[src/rtl/tof_i2c_bus_arbiter_if.sv]
// ----------------------------------------------------------------------------
// tof_i2c_bus_arbiter_if
// Bundle of the requester-side command lanes, the shared I2C master handshake
// and the arbiter status outputs.
//   slave  : arbiter view (requester lanes and master status in; muxed command,
//            grant and routed status out)
//   master : environment view (requesters plus shared master), the mirror image
// Lane i of a packed per-requester field lives at [W*i +: W].
// ----------------------------------------------------------------------------
`timescale 1ns/1ps
interface tof_i2c_bus_arbiter_if #(
    parameter int N_REQ = 4
);
    logic [N_REQ-1:0]    req;
    logic [N_REQ-1:0]    start_in;
    logic [N_REQ-1:0]    is_read_in;
    logic [16*N_REQ-1:0] reg_addr_in;
    logic [17*N_REQ-1:0] nb_in;
    logic [8*N_REQ-1:0]  wdata_in;
    logic                m_ready;
    logic                m_error;
    logic                m_start;
    logic                m_is_read;
    logic [15:0]         m_reg_addr;
    logic [16:0]         m_nb;
    logic [7:0]          m_wdata;
    logic [N_REQ-1:0]    grant;
    logic [N_REQ-1:0]    ready_out;
    logic [N_REQ-1:0]    error_out;
    logic                busy;
    logic                timeout_evt;

    modport slave (
        input  req, start_in, is_read_in, reg_addr_in, nb_in, wdata_in,
        input  m_ready, m_error,
        output m_start, m_is_read, m_reg_addr, m_nb, m_wdata,
        output grant, ready_out, error_out, busy, timeout_evt
    );

    modport master (
        output req, start_in, is_read_in, reg_addr_in, nb_in, wdata_in,
        output m_ready, m_error,
        input  m_start, m_is_read, m_reg_addr, m_nb, m_wdata,
        input  grant, ready_out, error_out, busy, timeout_evt
    );
endinterface

[src/rtl/tof_i2c_bus_arbiter.sv]
// ----------------------------------------------------------------------------
// tof_i2c_bus_arbiter
// Shares one I2C master between N_REQ ToF sensor FSMs. Round-robin grant of
// whole bursts, muxing of the owner's command lane to the master, routing of
// master ready/error back to the owner only, and a watchdog that frees the
// bus when the master stops producing ready edges.
// Ports:
//   clk    : system clock
//   reset  : asynchronous active-high reset
//   bus    : tof_i2c_bus_arbiter_if.slave (requester lanes, master handshake,
//            grant / ready_out / error_out / busy / timeout_evt)
// ----------------------------------------------------------------------------
`timescale 1ns/1ps
module tof_i2c_bus_arbiter #(
    parameter int N_REQ   = 4,
    parameter int TIMEOUT = 1048576
) (
    input  logic                        clk,
    input  logic                        reset,
    tof_i2c_bus_arbiter_if.slave        bus
);

    localparam int PTR_W  = (N_REQ > 1) ? $clog2(N_REQ) : 1;
    // wd_cnt never exceeds TIMEOUT-1: the bus is released at that value
    localparam int WD_W   = (TIMEOUT > 1) ? $clog2(TIMEOUT) : 1;
    localparam int ADDR_W = 16;
    localparam int NB_W   = 17;
    localparam int DATA_W = 8;

    typedef enum logic [1:0] {
        ST_IDLE  = 2'd0,
        ST_OWNED = 2'd1,
        ST_DRAIN = 2'd2
    } state_t;

    state_t              state_r;
    logic [N_REQ-1:0]    grant_r;
    logic [PTR_W-1:0]    owner_r;
    logic [PTR_W-1:0]    rr_ptr_r;
    logic [N_REQ-1:0]    lockout_r;
    logic [WD_W-1:0]     wd_cnt_r;
    logic                m_ready_d_r;
    logic [ADDR_W-1:0]   hold_addr_r;
    logic [NB_W-1:0]     hold_nb_r;
    logic [DATA_W-1:0]   hold_wdata_r;

    logic [N_REQ-1:0]    eligible_s;
    logic                arb_found_s;
    logic [PTR_W-1:0]    arb_idx_s;
    logic [PTR_W-1:0]    rr_next_s;
    logic                ready_rise_s;
    logic                wd_expire_s;
    logic [ADDR_W-1:0]   live_addr_s;
    logic [NB_W-1:0]     live_nb_s;
    logic [DATA_W-1:0]   live_wdata_s;

    function automatic logic [N_REQ-1:0] to_onehot(input logic [PTR_W-1:0] idx);
        logic [N_REQ-1:0] v;
        v      = '0;
        v[idx] = 1'b1;
        return v;
    endfunction

    assign eligible_s   = bus.req & ~lockout_r;
    assign ready_rise_s = bus.m_ready & ~m_ready_d_r;
    assign wd_expire_s  = (state_r == ST_OWNED) && (wd_cnt_r == WD_W'(TIMEOUT - 1));
    assign live_addr_s  = bus.reg_addr_in[owner_r*ADDR_W +: ADDR_W];
    assign live_nb_s    = bus.nb_in[owner_r*NB_W +: NB_W];
    assign live_wdata_s = bus.wdata_in[owner_r*DATA_W +: DATA_W];

    // Round-robin search: first eligible index starting at rr_ptr, wrapping.
    always_comb begin
        int unsigned      cand;
        logic [PTR_W-1:0] cand_idx;
        logic             hit;
        arb_found_s = 1'b0;
        arb_idx_s   = '0;
        cand        = 32'd0;
        cand_idx    = '0;
        hit         = 1'b0;
        for (int unsigned k = 0; k < N_REQ; k++) begin
            cand        = 32'(rr_ptr_r) + k;
            cand        = (cand >= 32'(N_REQ)) ? (cand - 32'(N_REQ)) : cand;
            cand_idx    = PTR_W'(cand);
            hit         = !arb_found_s && eligible_s[cand_idx];
            arb_idx_s   = hit ? cand_idx : arb_idx_s;
            arb_found_s = arb_found_s | hit;
        end
    end

    // Pointer moves past the winner so it has lowest priority next round.
    always_comb begin
        int unsigned nxt;
        nxt       = 32'(arb_idx_s) + 32'd1;
        nxt       = (nxt >= 32'(N_REQ)) ? 32'd0 : nxt;
        rr_next_s = PTR_W'(nxt);
    end

    // Arbitration FSM, watchdog, lockout and held command fields.
    always_ff @(posedge clk or posedge reset) begin
        if (reset) begin
            state_r      <= ST_IDLE;
            grant_r      <= '0;
            owner_r      <= '0;
            rr_ptr_r     <= '0;
            lockout_r    <= '0;
            wd_cnt_r     <= '0;
            m_ready_d_r  <= 1'b0;
            hold_addr_r  <= '0;
            hold_nb_r    <= '0;
            hold_wdata_r <= '0;
        end else begin
            m_ready_d_r <= bus.m_ready;
            // A lockout lasts only while its requester keeps req asserted
            lockout_r   <= lockout_r & bus.req;
            if (state_r != ST_IDLE) begin
                hold_addr_r  <= live_addr_s;
                hold_nb_r    <= live_nb_s;
                hold_wdata_r <= live_wdata_s;
            end
            case (state_r)
                ST_IDLE: begin
                    if (arb_found_s) begin
                        state_r  <= ST_OWNED;
                        grant_r  <= to_onehot(arb_idx_s);
                        owner_r  <= arb_idx_s;
                        rr_ptr_r <= rr_next_s;
                        wd_cnt_r <= '0;
                    end
                end
                ST_OWNED: begin
                    // Expiry beats a simultaneous normal release
                    if (wd_expire_s) begin
                        state_r   <= ST_DRAIN;
                        lockout_r <= (lockout_r & bus.req) | grant_r;
                    end else if (!bus.req[owner_r]) begin
                        state_r <= ST_DRAIN;
                    end else if (ready_rise_s) begin
                        wd_cnt_r <= '0;
                    end else begin
                        wd_cnt_r <= wd_cnt_r + WD_W'(1);
                    end
                end
                ST_DRAIN: begin
                    state_r <= ST_IDLE;
                    grant_r <= '0;
                end
                default: begin
                    state_r <= ST_IDLE;
                    grant_r <= '0;
                end
            endcase
        end
    end

    // Output mux: owner's lane while owned, start suppressed in DRAIN,
    // last owner's address/count/data held while the bus is free.
    always_comb begin
        bus.m_start     = 1'b0;
        bus.m_is_read   = 1'b0;
        bus.m_reg_addr  = hold_addr_r;
        bus.m_nb        = hold_nb_r;
        bus.m_wdata     = hold_wdata_r;
        bus.ready_out   = '0;
        bus.error_out   = '0;
        bus.timeout_evt = 1'b0;
        case (state_r)
            ST_OWNED: begin
                bus.m_start     = bus.start_in[owner_r];
                bus.m_is_read   = bus.is_read_in[owner_r];
                bus.m_reg_addr  = live_addr_s;
                bus.m_nb        = live_nb_s;
                bus.m_wdata     = live_wdata_s;
                bus.ready_out   = grant_r & {N_REQ{bus.m_ready}};
                bus.error_out   = grant_r & {N_REQ{bus.m_error | wd_expire_s}};
                bus.timeout_evt = wd_expire_s;
            end
            ST_DRAIN: begin
                bus.m_is_read  = bus.is_read_in[owner_r];
                bus.m_reg_addr = live_addr_s;
                bus.m_nb       = live_nb_s;
                bus.m_wdata    = live_wdata_s;
            end
            default: begin
                bus.m_start = 1'b0;
            end
        endcase
    end

    assign bus.grant = grant_r;
    assign bus.busy  = (state_r != ST_IDLE);

endmodule

[src/flat_wrapper.sv]
// flat-port wrapper written by rule: the top's interface ports become plain ports
module tof_i2c_bus_arbiter_flat 
#(
    parameter int N_REQ   = 4,
    parameter int TIMEOUT = 1048576
)
  (clk, reset, bus_req, bus_start_in, bus_is_read_in, bus_reg_addr_in, bus_nb_in, bus_wdata_in, bus_m_ready, bus_m_error, bus_m_start, bus_m_is_read, bus_m_reg_addr, bus_m_nb, bus_m_wdata, bus_grant, bus_ready_out, bus_error_out, bus_busy, bus_timeout_evt);
  tof_i2c_bus_arbiter_if #(.N_REQ(N_REQ)) bus_i ();
  input  logic clk;
  input  logic reset;
  input wire logic [$bits(bus_i.req)-1:0] bus_req;
  input wire logic [$bits(bus_i.start_in)-1:0] bus_start_in;
  input wire logic [$bits(bus_i.is_read_in)-1:0] bus_is_read_in;
  input wire logic [$bits(bus_i.reg_addr_in)-1:0] bus_reg_addr_in;
  input wire logic [$bits(bus_i.nb_in)-1:0] bus_nb_in;
  input wire logic [$bits(bus_i.wdata_in)-1:0] bus_wdata_in;
  input wire logic [$bits(bus_i.m_ready)-1:0] bus_m_ready;
  input wire logic [$bits(bus_i.m_error)-1:0] bus_m_error;
  output wire logic [$bits(bus_i.m_start)-1:0] bus_m_start;
  output wire logic [$bits(bus_i.m_is_read)-1:0] bus_m_is_read;
  output wire logic [$bits(bus_i.m_reg_addr)-1:0] bus_m_reg_addr;
  output wire logic [$bits(bus_i.m_nb)-1:0] bus_m_nb;
  output wire logic [$bits(bus_i.m_wdata)-1:0] bus_m_wdata;
  output wire logic [$bits(bus_i.grant)-1:0] bus_grant;
  output wire logic [$bits(bus_i.ready_out)-1:0] bus_ready_out;
  output wire logic [$bits(bus_i.error_out)-1:0] bus_error_out;
  output wire logic [$bits(bus_i.busy)-1:0] bus_busy;
  output wire logic [$bits(bus_i.timeout_evt)-1:0] bus_timeout_evt;
  assign bus_i.req = bus_req;
  assign bus_i.start_in = bus_start_in;
  assign bus_i.is_read_in = bus_is_read_in;
  assign bus_i.reg_addr_in = bus_reg_addr_in;
  assign bus_i.nb_in = bus_nb_in;
  assign bus_i.wdata_in = bus_wdata_in;
  assign bus_i.m_ready = bus_m_ready;
  assign bus_i.m_error = bus_m_error;
  assign bus_m_start = bus_i.m_start;
  assign bus_m_is_read = bus_i.m_is_read;
  assign bus_m_reg_addr = bus_i.m_reg_addr;
  assign bus_m_nb = bus_i.m_nb;
  assign bus_m_wdata = bus_i.m_wdata;
  assign bus_grant = bus_i.grant;
  assign bus_ready_out = bus_i.ready_out;
  assign bus_error_out = bus_i.error_out;
  assign bus_busy = bus_i.busy;
  assign bus_timeout_evt = bus_i.timeout_evt;
  tof_i2c_bus_arbiter #(.N_REQ(N_REQ), .TIMEOUT(TIMEOUT)) u_core (.clk(clk), .reset(reset), .bus(bus_i));
endmodule
[config.mk]
export PLATFORM = sky130hd
export DESIGN_NAME = tof_i2c_bus_arbiter_flat
export DESIGN_NICKNAME = d
export VERILOG_FILES = /design/src/rtl/tof_i2c_bus_arbiter_if.sv /design/src/rtl/tof_i2c_bus_arbiter.sv /design/src/flat_wrapper.sv
export SDC_FILE = /design/constraint.sdc
export NUM_CORES = 1
export LEC_CHECK = 0
export BUFFER_PORTS_ARGS = -buffer_cell sky130_fd_sc_hd__buf_2
export CORE_MARGIN = 10
export CORE_UTILIZATION = 52
export CTS_CLUSTER_DIAMETER = 100
export DETAILED_ROUTE_END_ITERATION = 6
export PLACE_DENSITY = 0.87
export SLEW_MARGIN = 30
export SYNTH_ARGS = -nofsm -noshare
export SYNTH_HDL_FRONTEND = slang
export SYNTH_SLANG_ARGS = --single-unit
export TNS_END_PERCENT = 50
[constraint.sdc]
create_clock -name clk -period 5.6 [get_ports clk]
set_clock_uncertainty 0.05 [all_clocks]
set_input_delay 0.84 -clock clk [delete_from_list [all_inputs] [get_ports clk]]
set_output_delay 0.84 -clock clk [all_outputs]
set_load 0.05 [all_outputs]
# Word-level counts from Yosys, hierarchy flattened
# Cells that the tools add are included.
# W data, S select, Z words.
# word_totals
in_bits	180
reg_bits	76
# classes
multipliers	1
n_reduce_logical	16
n_addsub	9
shifts	3
mux	46
n_eq_ne	7
order_cmp	12
bitwise	13
# op_table
cell	n
$mux W20	4
$shiftx A68 B8 Y17	1
$shiftx A64 B7 Y16	1
$pmux W20 S2	1
$shiftx A32 B6 Y8	1
$mux W2	12
$add A20 B1 Y20 const B	1
$eq A20 B20 Y1 const B	1
$mux W4	5
$lt A2 B3 Y1 const B	6
$mux W17	1
$and A4 B4 Y4	4
$mux W16	1
$bmux W1 S2	7
$ge A3 B3 Y1 const B	4
$mux W1	11
$mux W8	1
$pmux W4 S2	1
$sub A2 B1 Y2 const B	4
$mul A2 B5 Y7 const B	1
$add A2 B1 Y3 const B	2
$add A2 B2 Y3 const B	2
$reduce_and A2 Y1	3
$logic_and A1 B1 Y1	5
other kinds (19)	27

# Depth between registers and ports, before layout
# logic_depth
word_depth	19
depth_mapped	8
ltp_nobuf	8

# Worst setup path after synthesis
# No wires, ideal clock.
# synth_path
path_type	register to output
startpoint	register u_core.wd_cnt_r[0]
endpoint	output port bus_error_out[3]
slack_ps	2264
path_stages_with_launch	8
arrival_time_ps	2446
n_path_buf	1
path_cell_list	dfrtp_1 -> ha_1 -> nand4_2 -> or3_4 -> nor4_4 -> buf_2 -> nor2_1 -> nor2_1
# synth_between
elab_chain_len	5
# synth_rtl
element	line	text
from (decl)	tof_i2c_bus_arbiter.sv:41	logic [WD_W-1:0] wd_cnt_r;
from (signal assigned)	tof_i2c_bus_arbiter.sv:141	wd_cnt_r <= wd_cnt_r + WD_W'(1);
$eq A20 B20 Y1	tof_i2c_bus_arbiter.sv:66	assign wd_expire_s = (state_r == ST_OWNED) && (wd_cnt_r == WD_W'(TIMEOUT - 1));
$logic_and A1 B1 Y1	tof_i2c_bus_arbiter.sv:66	
$or A1 B1 Y1	tof_i2c_bus_arbiter.sv:175	bus.error_out = grant_r & {N_REQ{bus.m_error | wd_expire_s}};
$and A4 B4 Y4	tof_i2c_bus_arbiter.sv:175	
$mux W4	tof_i2c_bus_arbiter.sv:167	case (state_r)
to (decl)	flat_wrapper.sv:26	output wire logic [$bits(bus_i.error_out)-1:0] bus_error_out;
# No other way between the ends.

# Worst setup path in the final report
# layout_path
startpoint	register u_core.owner_r[0]
endpoint	output port bus_m_wdata[3]
# layout_between
elab_chain_len	2
# layout_rtl
element	line	text
from (decl)	tof_i2c_bus_arbiter.sv:38	logic [PTR_W-1:0] owner_r;
from (signal assigned)	tof_i2c_bus_arbiter.sv:126	owner_r <= arb_idx_s;
$shiftx A32 B6 Y8	tof_i2c_bus_arbiter.sv:69	assign live_wdata_s = bus.wdata_in[owner_r*DATA_W +: DATA_W];
$mux W8	tof_i2c_bus_arbiter.sv:167	
to (decl)	flat_wrapper.sv:23	output wire logic [$bits(bus_i.m_wdata)-1:0] bus_m_wdata;
# No other way between the ends.

==> reports/results.tsv <==
metric	value	unit
IO Count	237	
xor/xnor share of the synthesized area	0	
drt via density	5.92	
dpl hpwl	14000	um
Worst-Margin Slew	0.798	ns
initial antenna violation count	0	
top post-synthesis cells by count	138 x nand2_1, 76 x dfrtp_1, 44 x mux4_2	
Max Fclk	281	MHz
WL final	17700	um
peak supply drop	656	uV
postcts setup bufs	0	
Adder-Cell Fraction of Synth Area	0.0169	
Final WS setup	2.04	ns
Remaining DRCs	0	
main combinational cell family by area after synthesis	multiplexers	
core area	9730	sq um
total grt overflow	0	
I/O Buffers	236	
CP Capture Type	primary output	
setup TNS	0	ns
Initial Utilization	0.534	
nets	906	
critical path type	reg2out	
die width	120	um
synth top area cells	dfrtp_1 37%, mux4_2 19%, nand2_1 10%	
Post-Synth Simple-Gate Area	0.182	
Pleak	3.30	nW
Synth async-reset ratio	1.00	
minimum clock period	3.56	ns
CTS root buf	clkbuf_8	
via count	5077	
area leader, netlist	dfrtp_1	
Post-Synthesis Cells	505	
vias in the first global route	5416	
Rel. slew slack	0.463	
violation count after the first detailed-routing iteration	476	
WP data arrival	2.67	ns
Required @ worst endpoint	4.71	ns
final hold viol count	0	
Die ar.	14400	sq um
Final period util	0.635	
TritonCTS clock tree	done	
post-synthesis compound-gate area fraction	0.101	
PostCTS Resize Cnt	0	
cts bufs inserted	9	
CTS H-tree lvls	3	
most numerous cell in the Yosys netlist	nand2_1	
Hold Path Class	reg2reg	
antenna cells	0	
share of cells above drive strength 1	0.489	
RSZ-0062 raised after global routing	false	
GRT Overall Usage	0.238	
Clock Latency Late Sink	0.36	ns
TritonRoute pass-1 iters	5	
final slew viol count	0	
worst-path fanout max	28	
largest net degree at the start of global routing	50	
Max-cap violations	0	
Avg Inst Size Synth	10.3	sq um
Seq/Total Area, Yosys	0.366	
Chip Height	120	um
mux contribution to synthesized area	0.286	
Post-synth EDFFs	0	
Netlist cell types	47	
gpl congestion	0.886	
Pwr Density	701	nW/um^2
Core Rows	36	
fill cell count	743	
Synth Flop Type	dfrtp_1	
hold buffer count at CTS	0	
Final ANT Viol Nets	0	
mapped cell area	5190	sq um
dpl ws	2.15	ns
clock-pin slew on the worst setup and hold paths	0.08	ns
YS warnings	0	
Final setup viols	0	
CP Launch Type	register	
CTS sink count	76	
P&R area growth vs syn	27.0	%
Net Count, Synth	692	
Yosys reg bits	76	
clock buffer depth	2	
top cell type's share of synthesized area	0.366	
outcome	complete, no violations	
Wirelength per Cell	20.7	um
first-pass GRT wire length	27700	um
## placed cells by master, fill, tap and decap left out, types with 3 or more instances in the layout
master    instances
and2_1            3
nor2_1           18
and3_1            9
a22oi_1           5
nor3_1            5
o31ai_1          27
nor2b_1           5
clkbuf_8          9
mux2_2           41
nand2_1         138
dfrtp_1          74
inv_1             8
buf_4             5
a31oi_1           8
nor4_1            3
mux4_2           44
ha_1              6
o21ai_0           8
buf_2           236
nand2b_1          3
a21oi_1           9
a22o_1            5
nand4_1           5
o21ai_1           7
nand3_1          10
## per-layer routing
metal	vias up	global-route usage	share of wire
met3	45	0.0774	0.083
li1	2283	-	-
met5	-	0	0
met4	0	0.0754	0.025
met2	257	0.438	0.54
met1	2492	0.251	0.35
## critical path, cell delays in order (launching register included)
cell and delay, ns:
dfrtp_4 0.78, buf_4 0.43, mux4_2 0.59, mux2_2 0.29
buf_2 0.21
## state kept, by name, summed over array words and instances, names as in the netlist
register and count:
u_core.hold_nb_r 17, u_core.bus.grant 4, u_core.m_ready_d_r 1, u_core.lockout_r 4, u_core.hold_wdata_r 8, u_core.hold_addr_r 16
u_core.wd_cnt_r 20, u_core.state_r 2, u_core.rr_ptr_r 2, u_core.owner_r 2
## cells by family (layout without fill, tap and decap cells)
| kind of cell | count (synthesis) | count (layout) |
|---|---|---|
| compound gates | 77 | 77 |
| mux | 88 | 88 |
| simple gates | 209 | 209 |
| fa+ha+maj | 7 | 7 |
| buf+inv | 48 | 267 |
| flops | 76 | 76 |
## where the power goes
| group | internal [mW] | switching [mW] | total (mW) |
|---|---|---|---|
| Combinational | 1.07 | 2.13 | 3.20 |
| Sequential | 0.753 | 0.250 | 1.00 |
| Clock | 0.206 | 0.215 | 0.421 |
## final timing paths
path	startpoint	end	slack, ns	depth (start not counted)
hold / removal	u_core.hold_nb_r[9]	u_core.hold_nb_r[9]	0.43	2
hold reg to reg	u_core.hold_nb_r[9]	u_core.hold_nb_r[9]	0.43	2
min in group asynchronous	reset	u_core.hold_nb_r[8]	0.51	2
setup / recovery	u_core.owner_r[0]	bus_m_wdata[3]	2.04	4
max in group asynchronous	reset	u_core.owner_r[0]	3.92	3
setup reg to reg	u_core.owner_r[1]	u_core.wd_cnt_r[11]	2.96	6
## final cells by class
class,count,area [sq um],share of cell area
timing repair buffer,241,1220,0.185
clock inverter,6,65.1,0.00987
clock buffer,10,128,0.0194
tap,133,166,0.0252
sequential,76,1910,0.290
multi-input combinational,381,3070,0.465
inverter,10,37.5,0.00569
## per-stage QoR
stage / hold slack, ns / util / power, mW / instances / area [sq um]
floorplan: 0.384 / - / 3.51 / 505 / 5190
global placement: 0.401 / 0.655 / 4.09 / 841 / 6380
detailed placement: 0.406 / 0.655 / 4.19 / 841 / 6380
CTS: 0.425 / 0.675 / 4.61 / 857 / 6570
global route: 0.446 / 0.678 / 4.87 / 857 / 6590
finish: 0.428 / 0.678 / 4.62 / 857 / 6590
Power figures use the tool's default switching activity.
